--- src/rtl/i2c_master_arbiter_if.sv ---
// Engine-side bus of the I2C master arbiter: transaction descriptor, start/abort,
// byte-level write/read handshakes and completion status.
// The master modport is the arbiter's view; the slave modport is the engine's view.
interface i2c_master_arbiter_if #(
   parameter int DATA_WIDTH = 8,
   parameter int LEN_WIDTH  = 8
);
   logic                  eng_start_o;
   logic [DATA_WIDTH-2:0] eng_addr_o;
   logic                  eng_rw_o;
   logic [LEN_WIDTH-1:0]  eng_len_o;
   logic                  eng_abort_o;
   logic [DATA_WIDTH-1:0] eng_wdata_o;
   logic                  eng_wdata_req_i;
   logic [DATA_WIDTH-1:0] eng_rdata_i;
   logic                  eng_rdata_vld_i;
   logic                  eng_done_i;
   logic                  eng_nack_i;

   modport master (
      output eng_start_o, eng_addr_o, eng_rw_o, eng_len_o, eng_abort_o, eng_wdata_o,
      input  eng_wdata_req_i, eng_rdata_i, eng_rdata_vld_i, eng_done_i, eng_nack_i
   );

   modport slave (
      input  eng_start_o, eng_addr_o, eng_rw_o, eng_len_o, eng_abort_o, eng_wdata_o,
      output eng_wdata_req_i, eng_rdata_i, eng_rdata_vld_i, eng_done_i, eng_nack_i
   );
endinterface

--- src/rtl/i2c_master_arbiter.sv ---
// Round-robin arbiter and transaction sequencer sharing one byte-level I2C master
// engine between REQ_NUM requesters. Latches the winner's descriptor, starts the
// engine, routes write/read bytes to the granted requester and returns done/NACK.
// Optional watchdog: define I2C_ARB_TIMEOUT_EN to build the TIMEOUT_WIDTH counter
// that aborts a silent engine; without it eng_abort_o and timeout_o are tied 0.
module i2c_master_arbiter #(
   parameter int REQ_NUM       = 4,
   parameter int DATA_WIDTH    = 8,
   parameter int LEN_WIDTH     = 8,
   parameter int TIMEOUT_WIDTH = 16
) (
   input  logic                            clk_i,
   input  logic                            s_rst_i,
   input  logic [REQ_NUM-1:0]              req_i,
   input  logic [REQ_NUM*(DATA_WIDTH-1)-1:0] addr_i,
   input  logic [REQ_NUM-1:0]              rw_i,
   input  logic [REQ_NUM*LEN_WIDTH-1:0]    len_i,
   input  logic [REQ_NUM*DATA_WIDTH-1:0]   wdata_i,
   output logic [REQ_NUM-1:0]              grant_o,
   output logic [REQ_NUM-1:0]              wdata_req_o,
   output logic [DATA_WIDTH-1:0]           rdata_o,
   output logic [REQ_NUM-1:0]              rdata_vld_o,
   output logic [REQ_NUM-1:0]              done_o,
   output logic                            nack_o,
   output logic                            timeout_o,
   i2c_master_arbiter_if.master            eng
);
   localparam int IDX_W = (REQ_NUM > 1) ? $clog2(REQ_NUM) : 1;
   localparam logic [IDX_W-1:0] LAST_IDX = IDX_W'(REQ_NUM - 1);

   typedef enum logic [2:0] {S_IDLE, S_GRANT, S_START, S_XFER, S_DONE} state_t;

   state_t                state_q, state_d;
   logic [IDX_W-1:0]      rr_ptr_q, rr_ptr_d;
   logic [IDX_W-1:0]      gnt_idx_q, gnt_idx_d;
   logic [REQ_NUM-1:0]    grant_q, grant_d;
   logic [DATA_WIDTH-2:0] addr_q, addr_d;
   logic                  rw_q, rw_d;
   logic [LEN_WIDTH-1:0]  len_q, len_d;
   logic                  start_q, start_d;
   logic [REQ_NUM-1:0]    done_q, done_d;
   logic                  nack_lat_q, nack_lat_d;
   logic                  nack_q, nack_d;
   logic                  in_xfer;
`ifdef I2C_ARB_TIMEOUT_EN
   logic [TIMEOUT_WIDTH-1:0] cnt_q, cnt_d;
   logic                     to_lat_q, to_lat_d;
   logic                     timeout_q, timeout_d;
   logic                     abort_q, abort_d;
`endif

   // First requesting index at or after ptr, wrapping modulo REQ_NUM.
   function automatic logic [IDX_W-1:0] rr_pick(input logic [REQ_NUM-1:0] req,
                                                input logic [IDX_W-1:0]   ptr);
      int sum;
      logic [IDX_W-1:0] pick;
      pick = ptr;
      for (int k = REQ_NUM - 1; k >= 0; k--) begin
         sum = int'(ptr) + k;
         if (sum >= REQ_NUM) sum = sum - REQ_NUM;
         if (req[sum]) pick = sum[IDX_W-1:0];
      end
      return pick;
   endfunction

   // Next-state logic: arbitration, descriptor latch, sequencing and status.
   always_comb begin
      state_d    = state_q;
      rr_ptr_d   = rr_ptr_q;
      gnt_idx_d  = gnt_idx_q;
      grant_d    = grant_q;
      addr_d     = addr_q;
      rw_d       = rw_q;
      len_d      = len_q;
      start_d    = 1'b0;
      done_d     = '0;
      nack_lat_d = nack_lat_q;
      nack_d     = 1'b0;
`ifdef I2C_ARB_TIMEOUT_EN
      cnt_d      = cnt_q;
      to_lat_d   = to_lat_q;
      timeout_d  = 1'b0;
      abort_d    = 1'b0;
`endif
      case (state_q)
         S_IDLE: begin
            if (|req_i) begin
               gnt_idx_d          = rr_pick(req_i, rr_ptr_q);
               grant_d            = '0;
               grant_d[gnt_idx_d] = 1'b1;
               addr_d             = addr_i[gnt_idx_d*(DATA_WIDTH-1) +: (DATA_WIDTH-1)];
               rw_d               = rw_i[gnt_idx_d];
               len_d              = len_i[gnt_idx_d*LEN_WIDTH +: LEN_WIDTH];
               state_d            = S_GRANT;
            end
         end
         S_GRANT: begin
            start_d = 1'b1;
            state_d = S_START;
`ifdef I2C_ARB_TIMEOUT_EN
            cnt_d   = '0;
`endif
         end
         S_START: state_d = S_XFER;
         S_XFER: begin
            if (eng.eng_done_i) begin
               nack_lat_d = eng.eng_nack_i;
               state_d    = S_DONE;
`ifdef I2C_ARB_TIMEOUT_EN
               to_lat_d   = 1'b0;
            end else if (eng.eng_wdata_req_i || eng.eng_rdata_vld_i) begin
               cnt_d = '0;
            end else if (&cnt_q) begin
               // Silent engine: abort now, report timeout on the done pulse.
               abort_d    = 1'b1;
               to_lat_d   = 1'b1;
               nack_lat_d = 1'b0;
               state_d    = S_DONE;
            end else begin
               cnt_d = cnt_q + 1'b1;
`endif
            end
         end
         S_DONE: begin
            done_d   = grant_q;
            nack_d   = nack_lat_q;
            grant_d  = '0;
            rr_ptr_d = (gnt_idx_q == LAST_IDX) ? '0 : gnt_idx_q + 1'b1;
            state_d  = S_IDLE;
`ifdef I2C_ARB_TIMEOUT_EN
            timeout_d = to_lat_q;
`endif
         end
         default: state_d = S_IDLE;
      endcase
   end

   // State, descriptor and registered-output flops; synchronous reset clears all.
   always_ff @(posedge clk_i) begin
      if (s_rst_i) begin
         state_q    <= S_IDLE;
         rr_ptr_q   <= '0;
         gnt_idx_q  <= '0;
         grant_q    <= '0;
         addr_q     <= '0;
         rw_q       <= 1'b0;
         len_q      <= '0;
         start_q    <= 1'b0;
         done_q     <= '0;
         nack_lat_q <= 1'b0;
         nack_q     <= 1'b0;
`ifdef I2C_ARB_TIMEOUT_EN
         cnt_q      <= '0;
         to_lat_q   <= 1'b0;
         timeout_q  <= 1'b0;
         abort_q    <= 1'b0;
`endif
      end else begin
         state_q    <= state_d;
         rr_ptr_q   <= rr_ptr_d;
         gnt_idx_q  <= gnt_idx_d;
         grant_q    <= grant_d;
         addr_q     <= addr_d;
         rw_q       <= rw_d;
         len_q      <= len_d;
         start_q    <= start_d;
         done_q     <= done_d;
         nack_lat_q <= nack_lat_d;
         nack_q     <= nack_d;
`ifdef I2C_ARB_TIMEOUT_EN
         cnt_q      <= cnt_d;
         to_lat_q   <= to_lat_d;
         timeout_q  <= timeout_d;
         abort_q    <= abort_d;
`endif
      end
   end

   assign in_xfer = (state_q == S_XFER);

   // Zero-latency byte routing between the engine and the granted requester.
   always_comb begin
      wdata_req_o     = (in_xfer && eng.eng_wdata_req_i) ? grant_q : '0;
      rdata_vld_o     = (in_xfer && eng.eng_rdata_vld_i) ? grant_q : '0;
      rdata_o         = in_xfer ? eng.eng_rdata_i : '0;
      eng.eng_wdata_o = in_xfer ? wdata_i[gnt_idx_q*DATA_WIDTH +: DATA_WIDTH] : '0;
   end

   assign grant_o         = grant_q;
   assign done_o          = done_q;
   assign nack_o          = nack_q;
   assign eng.eng_start_o = start_q;
   assign eng.eng_addr_o  = addr_q;
   assign eng.eng_rw_o    = rw_q;
   assign eng.eng_len_o   = len_q;
`ifdef I2C_ARB_TIMEOUT_EN
   assign eng.eng_abort_o = abort_q;
   assign timeout_o       = timeout_q;
`else
   assign eng.eng_abort_o = 1'b0;
   assign timeout_o       = 1'b0;
   logic [31:0] unused_timeout_cfg;
   assign unused_timeout_cfg = TIMEOUT_WIDTH;
`endif
endmodule
--- src/flat_wrapper.sv ---
// flat-port wrapper written by rule: the top's interface ports become plain ports
module i2c_master_arbiter_flat 
#(
   parameter int REQ_NUM       = 4,
   parameter int DATA_WIDTH    = 8,
   parameter int LEN_WIDTH     = 8,
   parameter int TIMEOUT_WIDTH = 16
)
  (clk_i, s_rst_i, req_i, addr_i, rw_i, len_i, wdata_i, grant_o, wdata_req_o, rdata_o, rdata_vld_o, done_o, nack_o, timeout_o, eng_eng_start_o, eng_eng_addr_o, eng_eng_rw_o, eng_eng_len_o, eng_eng_abort_o, eng_eng_wdata_o, eng_eng_wdata_req_i, eng_eng_rdata_i, eng_eng_rdata_vld_i, eng_eng_done_i, eng_eng_nack_i);
  i2c_master_arbiter_if #(.DATA_WIDTH(DATA_WIDTH), .LEN_WIDTH(LEN_WIDTH)) eng_i ();
  input  logic clk_i;
  input  logic s_rst_i;
  input  logic [REQ_NUM-1:0] req_i;
  input  logic [REQ_NUM*(DATA_WIDTH-1)-1:0] addr_i;
  input  logic [REQ_NUM-1:0] rw_i;
  input  logic [REQ_NUM*LEN_WIDTH-1:0] len_i;
  input  logic [REQ_NUM*DATA_WIDTH-1:0] wdata_i;
  output logic [REQ_NUM-1:0] grant_o;
  output logic [REQ_NUM-1:0] wdata_req_o;
  output logic [DATA_WIDTH-1:0] rdata_o;
  output logic [REQ_NUM-1:0] rdata_vld_o;
  output logic [REQ_NUM-1:0] done_o;
  output logic nack_o;
  output logic timeout_o;
  output wire logic [$bits(eng_i.eng_start_o)-1:0] eng_eng_start_o;
  output wire logic [$bits(eng_i.eng_addr_o)-1:0] eng_eng_addr_o;
  output wire logic [$bits(eng_i.eng_rw_o)-1:0] eng_eng_rw_o;
  output wire logic [$bits(eng_i.eng_len_o)-1:0] eng_eng_len_o;
  output wire logic [$bits(eng_i.eng_abort_o)-1:0] eng_eng_abort_o;
  output wire logic [$bits(eng_i.eng_wdata_o)-1:0] eng_eng_wdata_o;
  input wire logic [$bits(eng_i.eng_wdata_req_i)-1:0] eng_eng_wdata_req_i;
  input wire logic [$bits(eng_i.eng_rdata_i)-1:0] eng_eng_rdata_i;
  input wire logic [$bits(eng_i.eng_rdata_vld_i)-1:0] eng_eng_rdata_vld_i;
  input wire logic [$bits(eng_i.eng_done_i)-1:0] eng_eng_done_i;
  input wire logic [$bits(eng_i.eng_nack_i)-1:0] eng_eng_nack_i;
  assign eng_eng_start_o = eng_i.eng_start_o;
  assign eng_eng_addr_o = eng_i.eng_addr_o;
  assign eng_eng_rw_o = eng_i.eng_rw_o;
  assign eng_eng_len_o = eng_i.eng_len_o;
  assign eng_eng_abort_o = eng_i.eng_abort_o;
  assign eng_eng_wdata_o = eng_i.eng_wdata_o;
  assign eng_i.eng_wdata_req_i = eng_eng_wdata_req_i;
  assign eng_i.eng_rdata_i = eng_eng_rdata_i;
  assign eng_i.eng_rdata_vld_i = eng_eng_rdata_vld_i;
  assign eng_i.eng_done_i = eng_eng_done_i;
  assign eng_i.eng_nack_i = eng_eng_nack_i;
  i2c_master_arbiter #(.REQ_NUM(REQ_NUM), .DATA_WIDTH(DATA_WIDTH), .LEN_WIDTH(LEN_WIDTH), .TIMEOUT_WIDTH(TIMEOUT_WIDTH)) u_core (.clk_i(clk_i), .s_rst_i(s_rst_i), .req_i(req_i), .addr_i(addr_i), .rw_i(rw_i), .len_i(len_i), .wdata_i(wdata_i), .grant_o(grant_o), .wdata_req_o(wdata_req_o), .rdata_o(rdata_o), .rdata_vld_o(rdata_vld_o), .done_o(done_o), .nack_o(nack_o), .timeout_o(timeout_o), .eng(eng_i));
endmodule
--- config.mk ---
export PLATFORM = sky130hd
export DESIGN_NAME = i2c_master_arbiter_flat
export DESIGN_NICKNAME = d
export VERILOG_FILES = /design/src/rtl/i2c_master_arbiter_if.sv /design/src/rtl/i2c_master_arbiter.sv /design/src/flat_wrapper.sv
export SDC_FILE = /design/constraint.sdc
export NUM_CORES = 1
export LEC_CHECK = 0
export CAP_MARGIN = 20
export CORE_MARGIN = 3
export CORE_UTILIZATION = 34
export DETAILED_ROUTE_END_ITERATION = 12
export GPL_ROUTABILITY_DRIVEN = 0
export PLACE_DENSITY = 0.88
export SYNTH_ARGS = -nofsm -noshare
export SYNTH_HDL_FRONTEND = slang
export SYNTH_SLANG_ARGS = --single-unit
export TNS_END_PERCENT = 10
--- constraint.sdc ---
create_clock -name clk_i -period 2.2 [get_ports clk_i]
set_input_delay 0.44 -clock clk_i [delete_from_list [all_inputs] [get_ports clk_i]]
set_output_delay 0.44 -clock clk_i [all_outputs]
set_load 0.02 [all_outputs]
### Yosys cells after proc, flatten, opt, wreduce, memory -nomap -nowiden

Cells that the tools add are included.

| word-level totals | value |
|---|---|
| register bits after elaboration | 34 |
| input bits | 114 |
| output and inout bits | 52 |
| logic and storage cells | 97 |

| cells by class | value |
|---|---|
| add/subtract/negate cells | 8 |
| multipliers | 1 |
| magnitude comparators | 10 |
| equal/unequal tests | 7 |
| shift-type cells | 3 |
| muxes and demuxes | 45 |
| bitwise gates (word level) | 1 |
| reduce and logical (&&, ||, !) cells | 11 |

Operator list:

| operator | number |
|---|---|
| $mux W32 | 12 |
| $lt A32 B4 Y1 const B | 4 |
| $ge A32 B4 Y1 const B | 3 |
| $sub A32 B4 Y32 const B | 3 |
| $shiftx A32 B6 Y8 | 2 |
| $shiftx A28 B6 Y7 | 1 |
| $mux W8 | 2 |
| $mux W2 | 7 |
| $mux W4 | 3 |
| $pmux W3 S4 | 1 |
| $mux W1 | 11 |
| $bmux W1 S2 | 5 |
| $pmux W4 S2 | 1 |
| $reduce_and A2 Y1 | 4 |
| $add A2 B2 Y3 const B | 2 |
| $eq A3 B2 Y1 const B | 2 |
| $mux W3 | 2 |
| $mul A2 B3 Y5 const B | 1 |
| $reduce_or A4 Y1 | 1 |
| $sub A2 B3 Y4 const B | 1 |
| $add A2 B1 Y3 const B | 1 |
| $eq A3 B1 Y1 const B | 1 |
| $eq A3 B3 Y1 const B | 1 |
| $ge A2 B3 Y1 const B | 1 |
| other kinds (12) | 14 |

### Depth between registers and ports, before layout

Gate-level depths: netlist of run 1.

| logic depth | value |
|---|---|
| word-level depth | 20 |
| mapped depth | 7 |
| depth with buffers taken out | 5 |

### Worst setup path before layout of run 1

OpenSTA, ideal clock, no wires.

| timing | value |
|---|---|
| kind | reg2out |
| from | register u_core.gnt_idx_q[0] |
| to | output eng_eng_wdata_o[0] |
| data arrival time | 1307 ps |
| required time | 1760 ps |
| path slack | 453 ps |
| cell stages (with the launch flop) | 4 |
| buffers on the path | 1 |
| cells stage by stage | dfxtp_1 -> buf_2 -> mux4_2 -> and2_1 |

| on the way | value |
|---|---|
| cells in the longest elaborated chain, start to end | 2 |

Ends and longest elaborated chain:

| item | RTL line | source |
|---|---|---|
| start, declared | i2c_master_arbiter.sv:35 | `logic [IDX_W-1:0] gnt_idx_q, gnt_idx_d;` |
| start signal, assigned | i2c_master_arbiter.sv:161 | `gnt_idx_q <= gnt_idx_d;` |
| $shiftx A32 B6 Y8 | i2c_master_arbiter.sv:186 | `eng.eng_wdata_o = in_xfer ? wdata_i[gnt_idx_q*DATA_WIDTH +: DATA_WIDTH] : '0;` |
| $mux W8 | i2c_master_arbiter.sv:186 |  |
| end, declared | flat_wrapper.sv:30 | `output wire logic [$bits(eng_i.eng_wdata_o)-1:0] eng_eng_wdata_o;` |

Every way passes these cells.

### Worst setup path after layout of run 1

| timing | value |
|---|---|
| from | input wdata_i[17] |
| to | output eng_eng_wdata_o[1] |

| on the way | value |
|---|---|
| cells in the longest elaborated chain, start to end | 2 |

Ends and longest elaborated chain:

| item | RTL line | source |
|---|---|---|
| start, declared | flat_wrapper.sv:17 | `input logic [REQ_NUM*DATA_WIDTH-1:0] wdata_i;` |
| $shiftx A32 B6 Y8 | i2c_master_arbiter.sv:186 |  |
| $mux W8 | i2c_master_arbiter.sv:186 |  |

Every way passes these cells.

==> flow_results.xml, run 1 <==
<?xml version="1.0" encoding="UTF-8"?>
<metrics>
  <group name="routing">
    <metric name="first_pass_iters" unit="">4</metric>
    <metric name="remaining_drc_errors" unit="">0</metric>
    <metric name="ant_nets" unit="">0</metric>
    <metric name="average_vias_per_placed_instance" unit="">5.10</metric>
    <metric name="detailroute.via_count" unit="">2396</metric>
    <metric name="drt_wl_total" unit="um">7310</metric>
    <metric name="routed_len_inst" unit="um">15.5</metric>
    <metric name="detail_route.iter0.violations" unit="">104</metric>
  </group>
  <group name="die">
    <metric name="floorplan.die.width" unit="um">85.2</metric>
    <metric name="die_height" unit="um">85.2</metric>
    <metric name="design.die.area" unit="um2">7270</metric>
    <metric name="top_level_ports" unit="">166</metric>
    <metric name="core_area" unit="um2">5990</metric>
    <metric name="start_util" unit="%">35.6</metric>
    <metric name="row_count" unit="">28</metric>
  </group>
  <group name="worst_setup_path">
    <metric name="cp_slowest_cell" unit="">sky130_fd_sc_hd__mux4_2</metric>
    <metric name="path_cells" unit="">clkdlybuf4s50_1 -&gt; mux4_2 -&gt; and2_1 -&gt; buf_2</metric>
    <metric name="end_kind" unit="">output pin</metric>
    <metric name="critical_path_buf_inv_count" unit="">2</metric>
    <metric name="slowest_delay" unit="ns">0.48</metric>
    <metric name="cp_data_arrival_time" unit="ns">1.68</metric>
    <metric name="worst_path_dominant_cell_family" unit="">buffers and inverters</metric>
    <metric name="criticalPathCategory" unit="">in2out</metric>
    <metric name="cp.required" unit="ns">1.76</metric>
    <metric name="start_kind" unit="">input pin</metric>
    <metric name="critPathMaxFanout" unit="">1</metric>
    <metric name="rrSetupSlack" unit="ns">0.35</metric>
  </group>
  <group name="sta">
    <metric name="finalCritPeriodShare" unit="%">96.4</metric>
    <metric name="grt_setup_unrepaired" unit="">no</metric>
    <metric name="fin_crit" unit="ns">2.12</metric>
    <metric name="slew_headroom" unit="%">66.3</metric>
    <metric name="clk_skew" unit="ns">0.00606</metric>
    <metric name="tightest_slew" unit="ns">0.500</metric>
    <metric name="setup-violations-final" unit="">0</metric>
    <metric name="fmaxAchievable" unit="GHz">0.472</metric>
    <metric name="drv_slew" unit="">0</metric>
    <metric name="hold_viol" unit="">0</metric>
  </group>
  <group name="yosys">
    <metric name="yosys_most_used_dff" unit="">sky130_fd_sc_hd__dfxtp_1</metric>
    <metric name="yosysUniqueCellTypes" unit="">36</metric>
    <metric name="synth_area" unit="um2">2130</metric>
    <metric name="syn_area_per_cell" unit="um2">9.66</metric>
    <metric name="ys.warnings.count" unit="">0</metric>
    <metric name="async_reset_ff_share" unit="%">0</metric>
    <metric name="synth_edf_count" unit="">0</metric>
    <metric name="yosysSeqAreaShare" unit="%">31.9</metric>
    <metric name="yosys_register_bits" unit="">34</metric>
    <metric name="post_synth_inst_count" unit="">221</metric>
  </group>
  <group name="placement">
    <metric name="place_inst" unit="">462</metric>
    <metric name="place.detailed.hpwl" unit="um">5890</metric>
    <metric name="numPortBuffers" unit="">163</metric>
    <metric name="dpl_cell_area" unit="um2">3950</metric>
  </group>
  <group name="clock_network">
    <metric name="clk_pin_slew" unit="ns">0.08</metric>
    <metric name="cts_buffers" unit="">5</metric>
    <metric name="clockBufferDepth" unit="">2</metric>
    <metric name="numClockSinks" unit="">34</metric>
    <metric name="ctsRootBufferMaster" unit="">sky130_fd_sc_hd__clkbuf_8</metric>
    <metric name="tritoncts_clock_tree" unit="">built</metric>
    <metric name="worst_skew_pair.late_latency" unit="ns">0.29</metric>
    <metric name="cts-hold-fix-buffers" unit="">0</metric>
    <metric name="ctsHtreeMaxLevel" unit="">2</metric>
  </group>
  <group name="finish">
    <metric name="drive_gt1_share" unit="%">13.4</metric>
    <metric name="finalNonFillerCells" unit="">470</metric>
    <metric name="layout.cells.most_common" unit="">sky130_fd_sc_hd__clkdlybuf4s50_1</metric>
    <metric name="design.final.nets" unit="">509</metric>
    <metric name="layout-area-overhead-vs-synth" unit="%">88.9</metric>
    <metric name="antenna_cells" unit="">0</metric>
    <metric name="final_instance_area" unit="um2">4030</metric>
    <metric name="register_area" unit="um2">682</metric>
    <metric name="multi_input_comb_area" unit="um2">1320</metric>
    <metric name="commonest_non_fill_non_tap_cells_in_the_layout" unit="">sky130_fd_sc_hd__clkdlybuf4s50_1 (139), sky130_fd_sc_hd__dfxtp_1 (33), sky130_fd_sc_hd__mux2i_1 (32)</metric>
    <metric name="fillCellCount" unit="">476</metric>
  </group>
  <group name="power_and_ir_drop">
    <metric name="standby_leakage_power" unit="nW">1.71</metric>
    <metric name="cellPowerDensity" unit="nW/um2">496</metric>
    <metric name="max-vdd-ir-drop" unit="mV">0.372</metric>
  </group>
  <group name="global_routing">
    <metric name="grt_max_degree" unit="">25</metric>
    <metric name="global_route.usage.total" unit="%">20.5</metric>
    <metric name="grt.overflow.total" unit="">0</metric>
    <metric name="grt_pass1_vias" unit="">2500</metric>
    <metric name="global_route_wire_length_before_repair" unit="um">12000</metric>
    <metric name="antenna_found_initial" unit="">0</metric>
  </group>
  <group name="job">
    <metric name="cap_viol_max_count" unit="">0</metric>
  </group>
  <group name="outcome">
    <metric name="run_status" unit="">complete, no violations</metric>
  </group>
  <group name="hold_path">
    <metric name="path_type_of_the_worst_min_delay_path" unit="">reg2reg</metric>
  </group>
</metrics>
## logic make-up after synthesis
| kind of cell | synth area share (%) |
|---|---|
| other | 0.176 |
| adder cells (fa/ha/maj) | 0.586 |
| AND/OR/NAND/NOR | 24.6 |
| AO/OA/AOI/OAI | 12.7 |
| flip-flops | 31.9 |
| buffers and inverters | 6.68 |
| multiplexers | 23.4 |
## worst paths after layout
kind | startpoint | to | cells past startpoint
setup reg to reg | u_core.state_q[0]$_SDFFE_PP0P_ | u_core.grant_o[2]$_SDFFE_PP0P_ | 4
hold / removal | u_core.nack_lat_q$_SDFFE_PP0P_ | u_core.nack_o$_SDFF_PP0_ | 1
hold reg to reg | u_core.nack_lat_q$_SDFFE_PP0P_ | u_core.nack_o$_SDFF_PP0_ | 1
setup / recovery | wdata_i[17] | eng_eng_wdata_o[1] | 4
## cells in the mapped netlist (2+ instances only)
master,n,share of area (%)
sky130_fd_sc_hd__and2_1,21,6.2
sky130_fd_sc_hd__and3_1,8,2.3
sky130_fd_sc_hd__o221ai_1,15,6.2
sky130_fd_sc_hd__nor4_1,2,0.59
sky130_fd_sc_hd__nor4b_1,2,0.82
sky130_fd_sc_hd__buf_1,2,0.35
sky130_fd_sc_hd__nor3_1,4,0.94
sky130_fd_sc_hd__buf_4,5,1.8
sky130_fd_sc_hd__mux4_2,8,8.4
sky130_fd_sc_hd__nor2_1,6,1.1
sky130_fd_sc_hd__clkbuf_1,6,1.1
sky130_fd_sc_hd__nand3_1,7,1.6
sky130_fd_sc_hd__inv_1,4,0.70
sky130_fd_sc_hd__nand3b_1,16,5.6
sky130_fd_sc_hd__o21ai_0,3,0.70
sky130_fd_sc_hd__buf_2,3,0.70
sky130_fd_sc_hd__a21oi_1,12,2.8
sky130_fd_sc_hd__or3_1,2,0.59
sky130_fd_sc_hd__nor2b_1,2,0.59
sky130_fd_sc_hd__buf_6,4,2.1
sky130_fd_sc_hd__mux2i_1,32,15
sky130_fd_sc_hd__dfxtp_1,34,32
sky130_fd_sc_hd__nand2_1,10,1.8
## worst register-to-register path: stages, from the launching register on
cell,delay (ns)
sky130_fd_sc_hd__dfxtp_1,0.32
sky130_fd_sc_hd__buf_4,0.15
sky130_fd_sc_hd__or4_1,0.72
sky130_fd_sc_hd__or3_1,0.45
sky130_fd_sc_hd__a21oi_1,0.14
## flip-flops by register name (all words and copies together) (netlist names)
signal / cells
u_core.nack_lat_q: 1
u_core.rr_ptr_q: 2
u_core.eng.eng_addr_o: 7
u_core.eng.eng_len_o: 8
u_core.eng.eng_rw_o: 1
u_core.eng.eng_start_o: 1
u_core.grant_o: 4
u_core.done_o: 4
u_core.gnt_idx_q: 2
u_core.nack_o: 1
u_core.state_q: 3
## report_power, final
part           internal, mW  switching, mW
registers             0.666         0.0331
logic                 0.424          0.284
clock network         0.337          0.256
## per-stage QoR
stage / setup slack (ns) / total power [mW] / hold slack [ns] / TNS (ns) / utilization, %
global placement: -0.273 / 1.41 / 0.438 / -3.67 / 66.0
global route: 0.0361 / 2.10 / 0.481 / 0 / 67.3
floorplan: 0.453 / 1.03 / 0.423 / 0 / -
detailed placement: -0.310 / 1.43 / 0.452 / -4.05 / 66.0
finish: 0.0800 / 2.00 / 0.468 / 0 / 67.3
CTS: -0.0314 / 2.02 / 0.470 / -0.0314 / 67.7
## routing by layer
| layer | global-route usage (%) | vias to the layer above | part of all wire [%] |
|---|---|---|---|
| li1 | - | 1169 | - |
| met2 | 38.2 | 125 | 52 |
| met5 | 0 | - | 0 |
| met4 | 5.32 | 0 | 1.6 |
| met3 | 6.89 | 12 | 9.8 |
| met1 | 21.9 | 1090 | 37 |
## what timing repair did
item / 4_1_cts / 5_1_grt
pin swaps: 0 / 0
gates resized for setup: 30 / 15
buffers inserted: 0 / 0
endpoints found under the setup margin: 18 / 14
## area by class of cell
type | count | area share [%]
clock buffers | 5 | 1.71
clock inverters | 3 | 1.12
inverters | 4 | 0.372
multi-input cells | 164 | 32.6
flip-flops and latches | 34 | 16.9
well taps | 75 | 2.33
repair buffers | 185 | 45.0
Power figures use the tool's default switching activity.
==> run 2: changes to the inputs <==
--- a/config.mk
+++ b/config.mk
@@ -11,6 +11,7 @@
 export DETAILED_ROUTE_END_ITERATION = 12
 export GPL_ROUTABILITY_DRIVEN = 0
 export PLACE_DENSITY = 0.88
+export SETUP_SLACK_MARGIN = 0.3
 export SYNTH_ARGS = -nofsm -noshare
 export SYNTH_HDL_FRONTEND = slang
 export SYNTH_SLANG_ARGS = --single-unit
==> flow_results.xml, run 2 (synthesis results as in run 1) <==
<?xml version="1.0" encoding="UTF-8"?>
<metrics>
  <group name="outcome">
    <metric name="run_status" unit="">complete, no violations</metric>
  </group>
  <group name="power_and_ir_drop">
    <metric name="standby_leakage_power" unit="nW">1.75</metric>
    <metric name="power_report.internal_total" unit="mW">1.45</metric>
    <metric name="seq_power_share" unit="%">34.3</metric>
    <metric name="netSwitchingPower" unit="uW">588</metric>
    <metric name="power_switching_share" unit="%">28.9</metric>
    <metric name="power_total" unit="mW">2.04</metric>
    <metric name="max-vdd-ir-drop" unit="mV">0.371</metric>
    <metric name="logic_gate_share_of_total_power" unit="%">36.7</metric>
    <metric name="share_clk_of_total_power" unit="%">29.0</metric>
    <metric name="cellPowerDensity" unit="nW/um2">486</metric>
  </group>
  <group name="placement">
    <metric name="place.detailed.hpwl" unit="um">5890</metric>
    <metric name="numPortBuffers" unit="">163</metric>
    <metric name="place_inst" unit="">462</metric>
    <metric name="post-place-ws" unit="ns">-0.310</metric>
  </group>
  <group name="clock_network">
    <metric name="ctsHtreeMaxLevel" unit="">2</metric>
    <metric name="worst_skew_pair.late_latency" unit="ns">0.29</metric>
    <metric name="cts_buffers" unit="">5</metric>
    <metric name="clk_pin_slew" unit="ns">0.08</metric>
    <metric name="tritoncts_clock_tree" unit="">built</metric>
    <metric name="postCtsSetupBuffers" unit="">0</metric>
    <metric name="ctsRootBufferMaster" unit="">sky130_fd_sc_hd__clkbuf_8</metric>
    <metric name="clockBufferDepth" unit="">2</metric>
    <metric name="numClockSinks" unit="">34</metric>
  </group>
  <group name="die">
    <metric name="core_area" unit="um2">5990</metric>
    <metric name="row_count" unit="">28</metric>
    <metric name="design.die.area" unit="um2">7270</metric>
    <metric name="start_util" unit="%">35.6</metric>
    <metric name="top_level_ports" unit="">166</metric>
    <metric name="floorplan.die.width" unit="um">85.2</metric>
    <metric name="die_height" unit="um">85.2</metric>
  </group>
  <group name="routing">
    <metric name="average_vias_per_placed_instance" unit="">5.13</metric>
    <metric name="detail_route.iter0.violations" unit="">90</metric>
    <metric name="remaining_drc_errors" unit="">0</metric>
    <metric name="detailroute.via_count" unit="">2419</metric>
    <metric name="drt_wl_total" unit="um">7590</metric>
    <metric name="first_pass_iters" unit="">4</metric>
    <metric name="routed_len_inst" unit="um">16.1</metric>
    <metric name="ant_nets" unit="">0</metric>
  </group>
  <group name="worst_setup_path">
    <metric name="timing.reg2reg.worst_path_depth" unit="">6</metric>
    <metric name="worst_r2r_startpoint" unit="">u_core.rr_ptr_q[1]$_SDFFE_PP0P_</metric>
    <metric name="rr_endpoint" unit="">u_core.eng.eng_addr_o[6]$_SDFFE_PP0P_</metric>
    <metric name="worstSetupPathDepth" unit="">4</metric>
    <metric name="cp_data_arrival_time" unit="ns">1.58</metric>
    <metric name="critical_path_buf_inv_count" unit="">2</metric>
    <metric name="critPathMaxFanout" unit="">1</metric>
    <metric name="start_kind" unit="">input pin</metric>
    <metric name="worst_path_dominant_cell_family" unit="">buffers and inverters</metric>
    <metric name="timing.critical_path.from" unit="">wdata_i[3]</metric>
    <metric name="cp.required" unit="ns">1.76</metric>
    <metric name="criticalPathCategory" unit="">in2out</metric>
    <metric name="rrSetupSlack" unit="ns">0.49</metric>
    <metric name="cp_slowest_cell" unit="">sky130_fd_sc_hd__mux4_2</metric>
    <metric name="path_cells" unit="">clkdlybuf4s50_1 -&gt; mux4_2 -&gt; and2_4 -&gt; buf_6</metric>
    <metric name="end_kind" unit="">output pin</metric>
    <metric name="slowest_delay" unit="ns">0.46</metric>
  </group>
  <group name="hold_path">
    <metric name="source_of_the_worst_hold_timing_path" unit="">u_core.nack_lat_q$_SDFFE_PP0P_</metric>
    <metric name="path_type_of_the_worst_min_delay_path" unit="">reg2reg</metric>
    <metric name="whs_endpoint" unit="">u_core.nack_o$_SDFF_PP0_</metric>
    <metric name="min_delay_path_depth" unit="">1</metric>
  </group>
  <group name="finish">
    <metric name="antenna_cells" unit="">0</metric>
    <metric name="commonest_non_fill_non_tap_cells_in_the_layout" unit="">sky130_fd_sc_hd__clkdlybuf4s50_1 (117), sky130_fd_sc_hd__dlygate4sd2_1 (33), sky130_fd_sc_hd__dfxtp_1 (33)</metric>
    <metric name="largest_register_ff_count" unit="">8</metric>
    <metric name="finalNonFillerCells" unit="">472</metric>
    <metric name="drive_gt1_share" unit="%">18.1</metric>
    <metric name="final_core_util" unit="%">70.0</metric>
    <metric name="layout.cells.most_common" unit="">sky130_fd_sc_hd__clkdlybuf4s50_1</metric>
    <metric name="design.final.nets" unit="">511</metric>
    <metric name="register_area" unit="um2">682</metric>
    <metric name="fillCellCount" unit="">471</metric>
    <metric name="multi_input_comb_area" unit="um2">1410</metric>
    <metric name="layout-area-overhead-vs-synth" unit="%">96.4</metric>
  </group>
  <group name="global_routing">
    <metric name="grt_pass1_vias" unit="">2514</metric>
    <metric name="global_route.usage.total" unit="%">20.6</metric>
    <metric name="grt_max_degree" unit="">25</metric>
    <metric name="global_route_wire_length_before_repair" unit="um">12100</metric>
    <metric name="grt.overflow.total" unit="">0</metric>
    <metric name="antenna_found_initial" unit="">0</metric>
  </group>
  <group name="sta">
    <metric name="fin_crit" unit="ns">2.02</metric>
    <metric name="finalCritPeriodShare" unit="%">91.9</metric>
    <metric name="clk_skew" unit="ns">0.00608</metric>
    <metric name="hold_viol" unit="">0</metric>
    <metric name="fmaxAchievable" unit="GHz">0.495</metric>
    <metric name="grt_setup_unrepaired" unit="">yes</metric>
    <metric name="drv_slew" unit="">0</metric>
    <metric name="final_critical_path_setup_slack" unit="ns">0.179</metric>
    <metric name="setup-violations-final" unit="">0</metric>
    <metric name="final.hold.worst_slack" unit="ns">0.467</metric>
  </group>
  <group name="job">
    <metric name="cap_viol_max_count" unit="">0</metric>
  </group>
</metrics>
[run 2: how the worst max path moves through the flow]
stage                              end  slack [ns]
floorplan           eng_eng_wdata_o[0]        0.45
global placement    eng_eng_wdata_o[0]       -0.27
detailed placement  eng_eng_wdata_o[1]       -0.31
CTS                 eng_eng_wdata_o[0]        0.17
global route        eng_eng_wdata_o[0]        0.14
finish              eng_eng_wdata_o[3]        0.18
[run 2: power by group through the flow]
stage / sequential [mW] / combinational [mW] / clock, mW
2_1_floorplan: 0.758 / 0.268 / 0
3_3_place_gp: 0.710 / 0.703 / 0
3_5_place_dp: 0.711 / 0.719 / 0
4_1_cts: 0.698 / 0.719 / 0.601
5_1_grt: 0.706 / 0.801 / 0.626
6_report: 0.699 / 0.747 / 0.590
[run 2: repair_timing]
item	4_1_cts	5_1_grt
endpoints found under the setup margin	44	43
pin swaps	4	4
hold buffers	0	0
gates cloned	0	2
gates resized for setup	93	20
[run 2: area by class of cell]
type                    count  area share [%]
clock inverters             3            1.07
well taps                  75            2.24
multi-input cells         164            33.5
flip-flops and latches     34            16.3
inverters                   4           0.358
repair buffers            187            44.9
clock buffers               5            1.64
[run 2: metal layers]
| metal | vias to the layer above | global-route usage [%] | wire [um] |
|---|---|---|---|
| li1 | 1173 | - | - |
| met1 | 1110 | 22.0 | 2780 |
| met2 | 126 | 38.3 | 3970 |
| met3 | 10 | 7.09 | 735 |
| met4 | 0 | 5.32 | 104 |
| met5 | - | 0 | 0 |
[run 2: stage by stage]
step	instance area, um2	setup TNS [ns]
6_report	4190	0
5_1_grt	4190	0
4_1_cts	4060	0
3_5_place_dp	3950	-4.05
3_3_place_gp	3950	-3.67
2_1_floorplan	2140	0
==> run 3: changes to the inputs <==
--- a/config.mk
+++ b/config.mk
@@ -8,6 +8,7 @@
 export CAP_MARGIN = 20
 export CORE_MARGIN = 3
 export CORE_UTILIZATION = 34
+export CTS_CLUSTER_SIZE = 30
 export DETAILED_ROUTE_END_ITERATION = 12
 export GPL_ROUTABILITY_DRIVEN = 0
 export PLACE_DENSITY = 0.88
==> results of run 3 <==
Final layout, timing and power as in run 2 (identical DEF).
